[src/rtl/icepic_lib_pkg.sv]
// Shared iCEPIC types: instruction word, program-loader states and link bytes.
package icepic_lib_pkg;

  typedef logic [11:0] inst_t;

  typedef enum logic [2:0] {
    IDLE,
    A_LO,
    A_HI,
    CNT,
    D_LO,
    D_HI,
    CSUM,
    RESP
  } loader_state_t;

  localparam logic [7:0] LDR_SYNC = 8'hA5;
  localparam logic [7:0] LDR_RUN  = 8'h5A;
  localparam logic [7:0] LDR_ACK  = 8'h06;
  localparam logic [7:0] LDR_NAK  = 8'h15;

  // A COUNT byte of zero encodes a full 256-word burst.
  function automatic logic [8:0] word_count(input logic [7:0] cnt);
    return (cnt == 8'd0) ? 9'd256 : {1'b0, cnt};
  endfunction

endpackage

[src/rtl/icepic_prog_loader_if.sv]
// Host byte link, response link and program-memory write port of the loader.
interface icepic_prog_loader_if
  import icepic_lib_pkg::*;
#(
  parameter int ADDR_W = 9
);
  logic              rx_valid;
  logic [7:0]        rx_data;
  logic              rx_ready;
  logic              tx_valid;
  logic [7:0]        tx_data;
  logic              tx_ready;
  logic              pmem_we;
  logic [ADDR_W-1:0] pmem_addr;
  inst_t             pmem_wdata;
  logic              core_hold;
  logic              busy;
  logic              load_err;

  modport slave (
    input  rx_valid, rx_data, tx_ready,
    output rx_ready, tx_valid, tx_data, pmem_we, pmem_addr, pmem_wdata,
           core_hold, busy, load_err
  );

  modport master (
    output rx_valid, rx_data, tx_ready,
    input  rx_ready, tx_valid, tx_data, pmem_we, pmem_addr, pmem_wdata,
           core_hold, busy, load_err
  );
endinterface

[src/rtl/icepic_prog_loader.sv]
// Framed byte-stream program loader: writes instruction words into program memory,
// holds the core in reset while loading and answers each frame or RUN with ACK/NAK.
module icepic_prog_loader
  import icepic_lib_pkg::*;
#(
  parameter int          ADDR_W    = 9,
  parameter logic [23:0] TIMEOUT   = 24'd1000000,
  parameter logic [7:0]  SYNC_BYTE = LDR_SYNC,
  parameter logic [7:0]  RUN_BYTE  = LDR_RUN,
  parameter logic [7:0]  ACK_BYTE  = LDR_ACK,
  parameter logic [7:0]  NAK_BYTE  = LDR_NAK
) (
  input  logic                clk,
  input  logic                rst,
  icepic_prog_loader_if.slave bus
);

  loader_state_t     state, state_nxt;
  logic [23:0]       tmo, tmo_nxt;
  logic              frame_err, frame_err_nxt;
  logic [8:0]        rem, rem_nxt;
  logic              we_r, we_nxt;
  logic [ADDR_W-1:0] waddr_r, waddr_nxt;
  inst_t             wdata_r, wdata_nxt;
  logic [7:0]        txd_r, txd_nxt;
  logic              hold_r, hold_nxt;
  logic              lerr_r, lerr_nxt;
  logic [ADDR_W-1:0] addr, addr_nxt;
  logic [7:0]        lo_byte, lo_nxt;
  logic [7:0]        csum, csum_nxt, csum_add;
  logic [15:0]       a_full;
  logic              hs, in_frame;

  assign bus.rx_ready   = (state != RESP);
  assign bus.tx_valid   = (state == RESP);
  assign bus.tx_data    = txd_r;
  assign bus.pmem_we    = we_r;
  assign bus.pmem_addr  = waddr_r;
  assign bus.pmem_wdata = wdata_r;
  assign bus.core_hold  = hold_r;
  assign bus.busy       = (state != IDLE);
  assign bus.load_err   = lerr_r;

  assign hs       = bus.rx_valid & bus.rx_ready;
  assign in_frame = state inside {A_LO, A_HI, CNT, D_LO, D_HI, CSUM};
  assign csum_add = csum + bus.rx_data;
  assign a_full   = {bus.rx_data, lo_byte};

  always_comb begin
    state_nxt     = state;
    tmo_nxt       = (in_frame && !hs) ? tmo + 24'd1 : 24'd0;
    frame_err_nxt = frame_err;
    rem_nxt       = rem;
    we_nxt        = 1'b0;
    waddr_nxt     = waddr_r;
    wdata_nxt     = wdata_r;
    txd_nxt       = txd_r;
    hold_nxt      = hold_r;
    lerr_nxt      = lerr_r;
    addr_nxt      = addr;
    lo_nxt        = lo_byte;
    csum_nxt      = csum;
    case (state)
      IDLE: if (hs) begin
        if (bus.rx_data == SYNC_BYTE) begin
          state_nxt     = A_LO;
          hold_nxt      = 1'b1;
          lerr_nxt      = 1'b0;
          frame_err_nxt = 1'b0;
          csum_nxt      = 8'd0;
        end else if (bus.rx_data == RUN_BYTE) begin
          state_nxt = RESP;
          hold_nxt  = 1'b0;
          txd_nxt   = ACK_BYTE;
        end
      end
      A_LO: if (hs) begin
        lo_nxt    = bus.rx_data;
        csum_nxt  = csum_add;
        state_nxt = A_HI;
      end
      A_HI: if (hs) begin
        addr_nxt  = a_full[ADDR_W-1:0];
        csum_nxt  = csum_add;
        state_nxt = CNT;
        if ((a_full >> ADDR_W) != 16'd0) frame_err_nxt = 1'b1;
      end
      CNT: if (hs) begin
        rem_nxt   = word_count(bus.rx_data);
        csum_nxt  = csum_add;
        state_nxt = D_LO;
      end
      D_LO: if (hs) begin
        lo_nxt    = bus.rx_data;
        csum_nxt  = csum_add;
        state_nxt = D_HI;
      end
      D_HI: if (hs) begin
        // A malformed HI byte drops the word but still consumes its address slot.
        if (bus.rx_data[7:4] == 4'd0) begin
          we_nxt    = 1'b1;
          waddr_nxt = addr;
          wdata_nxt = {bus.rx_data[3:0], lo_byte};
        end else begin
          frame_err_nxt = 1'b1;
        end
        addr_nxt  = addr + ADDR_W'(1);
        rem_nxt   = rem - 9'd1;
        csum_nxt  = csum_add;
        state_nxt = (rem == 9'd1) ? CSUM : D_LO;
      end
      CSUM: if (hs) begin
        state_nxt = RESP;
        if (frame_err || csum_add != 8'd0) begin
          txd_nxt  = NAK_BYTE;
          lerr_nxt = 1'b1;
        end else begin
          txd_nxt  = ACK_BYTE;
        end
      end
      RESP: if (bus.tx_ready) state_nxt = IDLE;
      default: state_nxt = IDLE;
    endcase
    // An accepted byte in the same cycle always beats the timeout.
    if (in_frame && !hs && tmo == TIMEOUT - 24'd1) begin
      state_nxt = RESP;
      txd_nxt   = NAK_BYTE;
      lerr_nxt  = 1'b1;
    end
  end

  always_ff @(posedge clk or posedge rst) begin
    if (rst) begin
      state     <= IDLE;
      tmo       <= 24'd0;
      frame_err <= 1'b0;
      rem       <= 9'd0;
      we_r      <= 1'b0;
      waddr_r   <= '0;
      wdata_r   <= '0;
      txd_r     <= 8'd0;
      hold_r    <= 1'b1;
      lerr_r    <= 1'b0;
    end else begin
      state     <= state_nxt;
      tmo       <= tmo_nxt;
      frame_err <= frame_err_nxt;
      rem       <= rem_nxt;
      we_r      <= we_nxt;
      waddr_r   <= waddr_nxt;
      wdata_r   <= wdata_nxt;
      txd_r     <= txd_nxt;
      hold_r    <= hold_nxt;
      lerr_r    <= lerr_nxt;
    end
  end

  always_ff @(posedge clk) begin
    addr    <= addr_nxt;
    lo_byte <= lo_nxt;
    csum    <= csum_nxt;
  end

endmodule

[src/flat_wrapper.sv]
// flat-port wrapper written by rule: the top's interface ports become plain ports
module icepic_prog_loader_flat import icepic_lib_pkg::*;
#(
  parameter int          ADDR_W    = 9,
  parameter logic [23:0] TIMEOUT   = 24'd1000000,
  parameter logic [7:0]  SYNC_BYTE = LDR_SYNC,
  parameter logic [7:0]  RUN_BYTE  = LDR_RUN,
  parameter logic [7:0]  ACK_BYTE  = LDR_ACK,
  parameter logic [7:0]  NAK_BYTE  = LDR_NAK
)
  (clk, rst, bus_rx_valid, bus_rx_data, bus_tx_ready, bus_rx_ready, bus_tx_valid, bus_tx_data, bus_pmem_we, bus_pmem_addr, bus_pmem_wdata, bus_core_hold, bus_busy, bus_load_err);
  icepic_prog_loader_if #(.ADDR_W(ADDR_W)) bus_i ();
  input  logic clk;
  input  logic rst;
  input wire logic [$bits(bus_i.rx_valid)-1:0] bus_rx_valid;
  input wire logic [$bits(bus_i.rx_data)-1:0] bus_rx_data;
  input wire logic [$bits(bus_i.tx_ready)-1:0] bus_tx_ready;
  output wire logic [$bits(bus_i.rx_ready)-1:0] bus_rx_ready;
  output wire logic [$bits(bus_i.tx_valid)-1:0] bus_tx_valid;
  output wire logic [$bits(bus_i.tx_data)-1:0] bus_tx_data;
  output wire logic [$bits(bus_i.pmem_we)-1:0] bus_pmem_we;
  output wire logic [$bits(bus_i.pmem_addr)-1:0] bus_pmem_addr;
  output wire logic [$bits(bus_i.pmem_wdata)-1:0] bus_pmem_wdata;
  output wire logic [$bits(bus_i.core_hold)-1:0] bus_core_hold;
  output wire logic [$bits(bus_i.busy)-1:0] bus_busy;
  output wire logic [$bits(bus_i.load_err)-1:0] bus_load_err;
  assign bus_i.rx_valid = bus_rx_valid;
  assign bus_i.rx_data = bus_rx_data;
  assign bus_i.tx_ready = bus_tx_ready;
  assign bus_rx_ready = bus_i.rx_ready;
  assign bus_tx_valid = bus_i.tx_valid;
  assign bus_tx_data = bus_i.tx_data;
  assign bus_pmem_we = bus_i.pmem_we;
  assign bus_pmem_addr = bus_i.pmem_addr;
  assign bus_pmem_wdata = bus_i.pmem_wdata;
  assign bus_core_hold = bus_i.core_hold;
  assign bus_busy = bus_i.busy;
  assign bus_load_err = bus_i.load_err;
  icepic_prog_loader #(.ADDR_W(ADDR_W), .TIMEOUT(TIMEOUT), .SYNC_BYTE(SYNC_BYTE), .RUN_BYTE(RUN_BYTE), .ACK_BYTE(ACK_BYTE), .NAK_BYTE(NAK_BYTE)) u_core (.clk(clk), .rst(rst), .bus(bus_i));
endmodule
[config.mk]
export PLATFORM = sky130hd
export DESIGN_NAME = icepic_prog_loader_flat
export DESIGN_NICKNAME = d
export VERILOG_FILES = /design/src/rtl/icepic_lib_pkg.sv /design/src/rtl/icepic_prog_loader_if.sv /design/src/rtl/icepic_prog_loader.sv /design/src/flat_wrapper.sv
export SDC_FILE = /design/constraint.sdc
export NUM_CORES = 1
export LEC_CHECK = 0
export CAP_MARGIN = 10
export CORE_MARGIN = 2
export CORE_UTILIZATION = 68
export CTS_BUF_LIST = sky130_fd_sc_hd__clkbuf_8 sky130_fd_sc_hd__clkbuf_16
export DETAILED_ROUTE_END_ITERATION = 6
export DONT_BUFFER_PORTS = 1
export PLACE_DENSITY = 0.89
export SYNTH_ARGS = -nofsm -noshare
export SYNTH_HDL_FRONTEND = slang
export SYNTH_SLANG_ARGS = --single-unit
[constraint.sdc]
create_clock -name clk -period 6 [get_ports clk]
set_clock_uncertainty 0.15 [all_clocks]
set_input_delay 1.2 -clock clk [delete_from_list [all_inputs] [get_ports clk]]
set_output_delay 1.2 -clock clk [all_outputs]
set_load 0.01 [all_outputs]
==> metrics.csv <==
stage,metric,value,unit
clocking,clock_pin_transition_on_the_worst_setup_and_hold_timing_paths,0.11,ns
floorplan,die_h,87.05,um
floorplan,top_level_ports,47,
power_and_ir_drop,vdd_ir_drop_max,0.3326,mV
detailed_routing,drt.antenna.violating_nets,0,
setup_path,worstSetupStartpointType,flop,
clocking,clock_sinks,89,
power_and_ir_drop,power_per_cell_area,452.7,nW/um^2
final_layout,n_diodes,0,
final_layout,finish.utilization,72.79,%
final_layout,final_net_count,506,
logic_synthesis,synth_top_cells_by_area,"dfrtp_1 (34%), edfxtp_1 (16%), nand2_1 (7.8%)",
setup_path,cp_data_required_time,6.17,ns
detailed_routing,drtPass1Iterations,5,
final_layout,final_cell_area,4891,sq um
logic_synthesis,asyncSetResetFlopFracSynth,71.91,%
detailed_routing,drt_first_iter_violations,345,
sta,finalWorstPathRequiredPeriod,3.363,ns
power_and_ir_drop,cellInternalPower,1.299,mW
grt,grt_antenna_before_repair,0,
hold_path,worstHoldPathType,reg -> reg,
setup_path,worst-endpoint-arrival,3.54,ns
power_and_ir_drop,power.switching_fraction,41.32,%
final_layout,layout.cells.most_common,nand2_1,
floorplan,dieArea,7577,sq um
flow_run,cap_violations,0,
sta,final-max-slew-violation-count,0,
final_layout,final_cell_mix,"nand2_1 (98), dfrtp_1 (63), nor2_1 (36), o21ai_0 (28), edfxtp_1 (25)",
floorplan,dieWidth,87.05,um
final_layout,drive_gt1_share,7.187,%
floorplan,initial_core_util,69.80,%
sta,finalHoldWorstSlack,0.3409,ns
place,detailed_place_hpwl,6.947,mm
final_layout,final.fill_count,455,
sta,min_period_over_period,56.05,%
sta,final_hold_viols,0,
grt,grt_pass1_vias,3452,
sta,setup_repair_after_global_routing_missed_its_margin,no,
setup_path,critical_path_endpoint_category,flop,
final_layout,area_growth,4.296,%
floorplan,fp.coreArea,6719,sq um
logic_synthesis,synthesis.area_per_instance,9.570,sq um
logic_synthesis,synth_flop_cell,dfrtp_1,
floorplan,row_count,30,
clocking,clk-insertion-delay-late,0.37,ns
place,globalplace.congestion,0.9339,
clocking,numCtsBuffers,9,
clocking,cts_tree,built,
status,outcome,finished clean,
clocking,postCtsHoldBufs,0,
clocking,cts-root-to-sink-buffers,2,
logic_synthesis,syn_inst,490,
power_and_ir_drop,p_clk_share,18.4,%
grt,wire_length_of_the_first_global_routing_pass,16.36,mm
logic_synthesis,synth.distinct_cells,66,
logic_synthesis,syn-cell-area,4689,sq um
detailed_routing,wl_per_cell,17.73,um
power_and_ir_drop,power.sequential.fraction,47.1,%
clocking,clock_tree.htree_level_count,3,
detailed_routing,route.detailed.drc,0,
sta,timing.max_slew.rel_slack,33.57,%
power_and_ir_drop,power_frac_comb,34.5,%
logic_synthesis,yosys_register_bits,89,
setup_path,worst-path-max-fanout,24,
grt,grt_max_degree,65,
sta,tightestPinTransition,0.9934,ns
sta,achievable-frequency,297.4,MHz
clocking,ctsResizeCount,0,
place,post_dp_cell_area,4690,sq um
power_and_ir_drop,switchingPower,0.9149,mW
logic_synthesis,count_of_flip_flops_with_a_built_in_enable_after_synthesis,25,
logic_synthesis,synth_seq_area_share,50.19,%
grt,grt-ovfl-total,0,
power_and_ir_drop,p_leak,2.068,nW
sta,report.final.setup_viol,0,
place,number_of_port_buffers,0,
logic_synthesis,yosysTopAreaCell,dfrtp_1,
sta,totalNegativeSetupSlack,0,ns
detailed_routing,wirelength_routed,10.05,mm
logic_synthesis,post-synth-top-area-fraction,33.62,%
detailed_routing,vias_per_cell,6.481,
detailed_routing,vias,3675,
setup_path,critical_path_type,reg -> reg,
grt,grt_util_all_layers,27.83,%
logic_synthesis,yosys_warnings,0,
clocking,post-cts-setup-buffers,0,
clocking,cts-root-buf,clkbuf_8,
[power by group through the flow]
stage	Clock, mW	Combinational, mW	Sequential [mW]
after floorplan	0	0.634	0.986
after global routing	0.430	0.855	1.07
after detailed placement	0	0.748	1.05
after global placement	0	0.699	1.04
after CTS	0.406	0.754	1.04
final	0.407	0.765	1.04
[worst max-delay path, cell delays in order, from the launching register on]
cell	delay (ns)
dfrtp_1	0.62
and3b_1	0.57
nand4_1	0.89
inv_1	0.85
nand2_1	0.14
nand2_1	0.08
[synthesized netlist by cell type, types with 3 or more instances]
cell       instances
clkbuf_1          12
edfxtp_1          25
a21oi_1           18
nor4_1             6
nand3_1           20
a31oi_1            3
nand2_1           98
nor4b_1            3
or3_1              5
dfrtp_1           63
nor2_1            36
nand2b_1           4
nor3_1            12
and3_1            10
inv_1             16
nand4_1           12
ha_1              11
buf_2              5
o21ai_0           28
xor2_1            18
buf_4              6
o2111ai_1          3
nor2b_1            6
xnor2_1           13
a211oi_1           3
or4_1              3
[layout make-up]
type | instances | area [sq um] | area share, %
Multi-Input combinational cell | 364 | 2168 | 44.33
Tap cell | 80 | 100.1 | 2.047
Sequential cell | 89 | 2354 | 48.12
Timing Repair Buffer | 2 | 12.51 | 0.2558
Clock inverter | 7 | 72.57 | 1.484
Inverter | 16 | 60.06 | 1.228
Clock buffer | 9 | 123.9 | 2.533
[final timing paths]
kind                              startpoint                  endpoint  slack, ns  cells after the start
hold / removal             u_core.lo_byte[0]  u_core.bus.pmem_wdata[0]       0.34                      2
max in group asynchronous                rst            u_core.tmo[15]       4.38                      2
min in group asynchronous                rst        u_core.bus.pmem_we       0.79                      2
setup reg to reg             u_core.state[0]  u_core.bus.pmem_wdata[3]       2.64                      5
hold reg to reg            u_core.lo_byte[0]  u_core.bus.pmem_wdata[0]       0.34                      2
setup / recovery             u_core.state[0]  u_core.bus.pmem_wdata[3]       2.64                      5
[stage by stage]
step	power, mW	setup WS, ns	std cells
CTS	2.199	2.645	566
detailed placement	1.797	2.284	550
global placement	1.743	2.490	550
finish	2.214	2.637	567
global route	2.352	2.325	567
floorplan	1.620	2.887	493
[flip-flops by register name, summed over array words and instances (netlist names), 3 cells and up]
register	count
u_core.bus.pmem_addr	9
u_core.rem	9
u_core.addr	9
u_core.bus.tx_data	3
u_core.state	3
u_core.tmo	24
u_core.bus.pmem_wdata	12
u_core.csum	8
u_core.lo_byte	8
[metal layers]
layer	global-route usage, %	share of wire (%)	vias to the layer above
met5	0	0	-
met3	5.782	6.0	28
met2	44.07	48	164
li1	-	-	1703
met4	11.65	2.7	0
met1	37.49	43	1780
[kinds of logic (layout without fill, tap and decap cells)]
logic type	after synthesis	count (layout)	share of synthesized area, %
other	1	4	0.07997
DFF	89	89	50.19
adders and majority gates	12	12	3.362
AOI/OAI and AO/OA	79	79	11.23
xor gates and xnor gates	31	31	5.790
buffers and inverters	40	34	3.815
muxes	1	1	0.2135
and+or+nand+nor	237	237	25.32
Power figures use the tool's default switching activity.
